## src/rtl/reg_file_sb.sv

```systemverilog
// reg_file_sb: parametrised register file with one write port, two
// combinational read ports, a per-register pending scoreboard and a
// hardware clear sequencer that sweeps every register to zero.
// Optional feature macro: RF_BYPASS_EN. When it is defined, IDLE-state
// writes are forwarded combinationally to matching read ports. The
// default build (macro undefined) returns stored state only.
module reg_file_sb #(
  parameter int DW       = 8,
  parameter int AW       = 3,
  parameter int ZERO_REG = 1
) (
  input  logic          Clk,
  input  logic          Rst_n,
  input  logic          WEN,
  input  logic [AW-1:0] RW,
  input  logic [DW-1:0] busW,
  input  logic [AW-1:0] RX,
  input  logic [AW-1:0] RY,
  output logic [DW-1:0] busX,
  output logic [DW-1:0] busY,
  input  logic          RSV,
  input  logic [AW-1:0] RR,
  output logic          PendX,
  output logic          PendY,
  input  logic          CLR,
  output logic          BUSY
);

  localparam int DEPTH = 1 << AW;

  typedef enum logic {
    IDLE  = 1'b0,
    CLEAR = 1'b1
  } state_t;

  state_t          state_reg;
  logic [AW-1:0]   cnt_reg;
  logic            busy_reg;
  logic            idle;

  // Flattened views of all register contents and pending bits.
  logic [DEPTH-1:0][DW-1:0] data_vec;
  logic [DEPTH-1:0]         pend_vec;

  assign idle = (state_reg == IDLE);
  assign BUSY = busy_reg;

  // Clear sequencer: IDLE waits for CLR, CLEAR walks cnt over every register once.
  always_ff @(posedge Clk or negedge Rst_n) begin
    if (!Rst_n) begin
      state_reg <= IDLE;
      cnt_reg   <= '0;
      busy_reg  <= 1'b0;
    end else begin
      case (state_reg)
        IDLE: begin
          if (CLR) begin
            state_reg <= CLEAR;
            cnt_reg   <= '0;
            busy_reg  <= 1'b1;
          end
        end
        CLEAR: begin
          // cnt wraps to zero naturally on the last register
          cnt_reg <= cnt_reg + 1'b1;
          if (&cnt_reg) begin
            state_reg <= IDLE;
            busy_reg  <= 1'b0;
          end
        end
      endcase
    end
  end

  genvar gi;
  generate
    for (gi = 0; gi < DEPTH; gi++) begin : g_reg
      if (ZERO_REG != 0 && gi == 0) begin : g_zero
        // Hardwired zero register: never stores data, never pending.
        assign data_vec[gi] = '0;
        assign pend_vec[gi] = 1'b0;
      end else begin : g_live
        localparam logic [AW-1:0] IDX = AW'(gi);

        logic [DW-1:0] data_reg;
        logic          pend_reg;
        logic          wr_hit;
        logic          rsv_hit;
        logic          clr_hit;

        assign wr_hit  = idle && WEN && (RW == IDX);
        assign rsv_hit = idle && RSV && (RR == IDX);
        assign clr_hit = !idle && (cnt_reg == IDX);

        // Data storage: written by the write port in IDLE, zeroed by the sweep.
        always_ff @(posedge Clk or negedge Rst_n) begin
          if (!Rst_n) begin
            data_reg <= '0;
          end else if (clr_hit) begin
            data_reg <= '0;
          end else if (wr_hit) begin
            data_reg <= busW;
          end
        end

        // Pending bit: a reserve beats a same-cycle write to the same register.
        always_ff @(posedge Clk or negedge Rst_n) begin
          if (!Rst_n) begin
            pend_reg <= 1'b0;
          end else if (clr_hit) begin
            pend_reg <= 1'b0;
          end else if (rsv_hit) begin
            pend_reg <= 1'b1;
          end else if (wr_hit) begin
            pend_reg <= 1'b0;
          end
        end

        assign data_vec[gi] = data_reg;
        assign pend_vec[gi] = pend_reg;
      end
    end
  endgenerate

`ifdef RF_BYPASS_EN
  logic fwd_x;
  logic fwd_y;
  logic wr_ok;

  // Register 0 is not a forwarding source when it is hardwired.
  assign wr_ok = !(ZERO_REG != 0 && RW == '0);
  assign fwd_x = idle && WEN && wr_ok && (RW == RX);
  assign fwd_y = idle && WEN && wr_ok && (RW == RY);

  // Read ports with write-to-read forwarding; the pending bit of a forwarded
  // register reflects only a same-cycle reserve.
  always_comb begin
    busX  = data_vec[RX];
    busY  = data_vec[RY];
    PendX = pend_vec[RX];
    PendY = pend_vec[RY];
    if (fwd_x) begin
      busX  = busW;
      PendX = RSV && (RR == RX);
    end
    if (fwd_y) begin
      busY  = busW;
      PendY = RSV && (RR == RY);
    end
  end
`else
  // Read ports return stored state only.
  always_comb begin
    busX  = data_vec[RX];
    busY  = data_vec[RY];
    PendX = pend_vec[RX];
    PendY = pend_vec[RY];
  end
`endif

endmodule

```

## config.mk

```make
export PLATFORM = sky130hd
export DESIGN_NAME = reg_file_sb
export DESIGN_NICKNAME = d
export VERILOG_FILES = /design/src/rtl/reg_file_sb.sv
export SDC_FILE = /design/constraint.sdc
export NUM_CORES = 1
export LEC_CHECK = 0
export CAP_MARGIN = 5
export CORE_MARGIN = 8
export CORE_UTILIZATION = 40
export DETAILED_ROUTE_END_ITERATION = 16
export SLEW_MARGIN = 20
export SYNTH_ARGS = -nofsm -noshare
export SYNTH_HDL_FRONTEND = slang
export SYNTH_SLANG_ARGS = --single-unit
```

## constraint.sdc

```tcl
create_clock -name Clk -period 1.4 [get_ports Clk]
set_input_delay 0.14 -clock Clk [delete_from_list [all_inputs] [get_ports Clk]]
set_output_delay 0.14 -clock Clk [all_outputs]
set_load 0.005 [all_outputs]
```

After elaboration in Yosys (flattened, before gate mapping)
Index checks and enable logic that the tools add are counted.

Input bits: 25. Logic and storage cells: 134. Register bits: 68. Output and inout port bits: 19.

Reductions and logical operators: 39. $add $sub $neg: 1. Bitwise logic cells: 1. $lt $le $gt $ge: 2. Multiplexer cells: 51. Equality and inequality tests: 23.

Operators with widths (count): $mux W8 (16); $bmux W8 S3 (2); $eq A3 B3 Y1 const B (12); $mux W1 (27); $logic_and A1 B1 Y1 (23); $reduce_bool A3 Y1 (7); $eq A3 B2 Y1 const B (6); $reduce_bool A2 Y1 (7); $eq A3 B1 Y1 const B (3); $lt A3 B4 Y1 const B (2); $bmux W1 S3 (2); $pmux W3 S2 (1); $pmux W1 S2 (2); $add A3 B1 Y3 const B (1); $mux W3 (1); $reduce_and A3 Y1 (1); $ne A2 B1 Y1 const B (1); $ne A2 B2 Y1 const B (1); $reduce_and A2 Y1 (1); $not A1 Y1 (1).

Longest topological paths before layout
Word-level depth: 6. Depth in mapped cells: 6. Mapped depth without buffers: 5.

Worst setup path after synthesis
Ideal clock, no wire load.

Path type: reg2reg. Start: register state_reg. End: register g_reg[1].g_live.pend_reg. Path slack: 0.099 ns. Arrival: 1.179 ns. Stages on the path, launching flop included: 6. Required time: 1.278 ns. Period minus slack after synthesis: 1.301 ns. Cells stage by stage: dfrtp_1 buf_4 and3b_1 buf_6 nand2_4 a32o_1.

Word-level cells in the longest chain between the ends: 5.

Ends and longest elaborated chain: from (decl) (line 36) `state_t state_reg;`; from (signal assigned) (line 51) `state_reg <= IDLE;`; from (signal assigned) (line 58) `state_reg <= CLEAR;`; from (signal assigned) (line 67) `state_reg <= IDLE;`; $not A1 Y1 (line 45) `assign idle = (state_reg == IDLE);`; $logic_and A1 B1 Y1 (2 in series) (line 92) `assign rsv_hit = idle && RSV && (RR == IDX);`; $mux W1 (line 112) `end else if (rsv_hit) begin`; $mux W1 (line 110) `end else if (clr_hit) begin`; to (signal assigned) (line 109) `pend_reg <= 1'b0;`; to (signal assigned) (line 111) `pend_reg <= 1'b0;`; to (signal assigned) (line 113) `pend_reg <= 1'b1;`; to (decl) (line 86) `logic pend_reg;`.

Parallel ways exist; a longest one is shown, timed or not. A chain may end at the register's enable or synchronous reset.

Worst setup path after layout
Start: register g_reg[3].g_live.data_reg[1]. End: output busX[1].

Word-level cells in the longest chain between the ends: 2.

Ends and longest elaborated chain: from (decl) (line 85) `logic [DW-1:0] data_reg;`; from (signal assigned) (line 102) `data_reg <= busW;`; $bmux W8 S3 (line 154) `busX = data_vec[RX];`; $mux W8 (not written as such) (line 154); to (decl) (line 19) `output logic [DW-1:0] busX,`.

Every way passes these cells. The select of a mux whose other input is x is not followed.

==> metrics <==
status complete, but fails checks; failing checks negative setup slack; pwr dens 1530 mW/mm^2; top cell type by total area after synthesis dfrtp_1; routed length on met3 858 um; met2 wire len 6580 um; sequential area share after synthesis 0.412; Cells after DPL 665; largest net degree at the start of global routing 69; RePlAce Congestion 0.869; Setup crit start kind flip-flop; Tmin final 1.78 ns; worst-case reg-to-reg path depth 5; post-synthesis cell type count 35; mapped cell area 0.00413 mm^2; Max Buffers Root-to-Sink 2; synthesized flop and latch total 68; MaxCap Viol Count 0; sw frac 0.368; Port Buf Inserts 43; via count 3913; layout cells sized above 1 0.408; clk_skew 0.0103 ns; Pint 0.00582 W; area share of the largest cell type after synthesis 0.412; DRT Wirelength 13800 um; syn avg cell area 9.64 um^2; Die Width 118 um; Synth area leaders dfrtp_1, mux2i_1, a221oi_1; met1 wire length 5900 um; Setup Viol. Count Final 18; synthesized net count 459; Root Buffer clkbuf_8; Clock Pin Slew Worst Setup and Hold Paths 0.08 ns; TritonRoute pass-1 iters 4; Clock power frac 0.201; hpwl dp 9520 um; Comb pwr share 0.434; CTS tree done; H-tree depth 3; switching power 0.00339 W; Core ar. 0.0102 mm^2; Area growth syn-to-layout 46.3%; DR WL/cell 19.9 um; diode count 0; number of cell rows 37; yosys warns 0; CP Capture Type primary output; Final Cycle Share 1.27; gr ovfl total 0; Initial Utilization 0.405; nets@finish 582; Crit Path Max Fanout 3; Slew @ Worst Pin 0.433 ns; FF-to-FF setup slack 0.01 ns; max layer used met4; DRC errors left 0; critical path arrival 1.64 ns; first-pass GRT wire length 21800 um; DR iter-0 viols 316; type of the most critical hold path input pin to asynchronous set/reset pin; initial antenna violation count 0; sequential share of power 0.365; via/cell ratio 5.65; Worst R2R End g_reg[2].g_live.pend_reg; Mapped Cells 428; final hold vios 0; Crit Path Class flip-flop to primary output; overall die height 118 um; WP data required 1.26 ns; VDD IR max 1200 uV; Total Routing Usage GR 0.198; CTS buffer count 9; vias in the first global route 4153; max FFs per register 56; Worst Slack Setup Final -0.384 ns; Non-Filler Instances 692; f_max 560 MHz; die area 0.0138 mm^2; IO Count 44; design area 0.00604 mm^2; commonest non-fill, non-tap cells in the layout buf_4, dfrtp_1, nand2_1; later-pin clock latency in the skew report 0.35 ns; reg-to-reg startpoint state_reg; Area after DPL 0.00529 mm^2; unrepaired setup endpoints after global routing yes; static leakage 2.86 nW; Final ANT Viol Nets 0; count of pins over their slew limit 0; Worst slew margin 0.710; commonest non-fill, non-tap cell in the layout buf_4; TritonCTS Sinks 68
worst max path at each step:
stage | slack [ns] | from | endpoint | cells past startpoint
final | -0.38 | g_reg[3].g_live.data_reg[1] | busX[1] | 5
after global routing | -0.45 | g_reg[3].g_live.data_reg[1] | busX[1] | 5
after CTS | -0.39 | g_reg[3].g_live.data_reg[1] | busX[1] | 5
after detailed placement | -0.99 | RY[1] | busY[0] | 7
after global placement | -1.0 | RY[1] | busY[0] | 7
after floorplan | 0.1 | state_reg | g_reg[1].g_live.pend_reg | 5
cells in the mapped netlist (all sizes together):
cell    count
a21oi       1
a32o        1
dfrtp      68
o32ai       3
buf        28
o22ai       2
nand3b      3
mux2i      44
and2        9
nand2b      1
nand4       1
nand2      67
nand3      52
mux2       19
o31ai       2
clkbuf      8
o21ai      50
nor2b       6
a221oi     36
ha          6
nor3b       2
inv        14
nor2        4
and3b       1
metal layers:
layer / vias to the layer above / GRT usage
li1: 1820 / -
met3: 28 / 0.0475
met5: - / 0
met2: 141 / 0.319
met1: 1924 / 0.248
met4: 0 / 0.0849
kinds of logic after synthesis:
kind of cell | synth area share
AND/OR/NAND/NOR | 0.169
AO/OA/AOI/OAI | 0.171
flip-flops | 0.412
multiplexers | 0.159
buffers and inverters | 0.0709
adder cells (fa/ha/maj) | 0.0182
power by group through the flow:
stage               combinational [W]  sequential, W  clock (W)
floorplan                     0.00188        0.00315          0
global placement              0.00333        0.00333          0
detailed placement            0.00344        0.00336          0
CTS                           0.00379        0.00334    0.00189
global route                  0.00437        0.00346    0.00198
finish                        0.00399        0.00336    0.00185
repair_timing:
item	CTS	global route
setup endpoints to repair	37	50
hold buffers	1	0
pin swaps	17	23
hold endpoints to repair	68	0
gates resized for setup	140	33
setup buffers	7	3
gates cloned	3	0
worst max-delay path: stages, from the launching register on:
cell      delay [ns]
dfrtp_1         0.42
mux2_4          0.28
a221oi_2        0.25
buf_4           0.17
a221oi_2        0.03
buf_2           0.15
layout make-up:
type | instances | area, um^2
fillers | 872 | 4150
multi-input cells | 310 | 2560
flip-flops and latches | 68 | 1700
repair buffers | 148 | 1330
well taps | 136 | 170
clock buffers | 11 | 141
clock inverters | 5 | 85.1
inverters | 14 | 52.6
per-stage QoR:
step	hold WS (ns)	setup WS, ns	setup TNS, ns	util	power [W]
after floorplan	-0.156	0.0990	0	-	0.00503
after global placement	0.188	-0.998	-23.77	0.519	0.00666
after detailed placement	0.192	-0.994	-25.35	0.519	0.00680
after CTS	0.350	-0.387	-5.47	0.578	0.00902
after global routing	0.347	-0.446	-6.57	0.593	0.00981
final	0.334	-0.384	-4.91	0.593	0.00921
(Power assumes the default switching activity.)
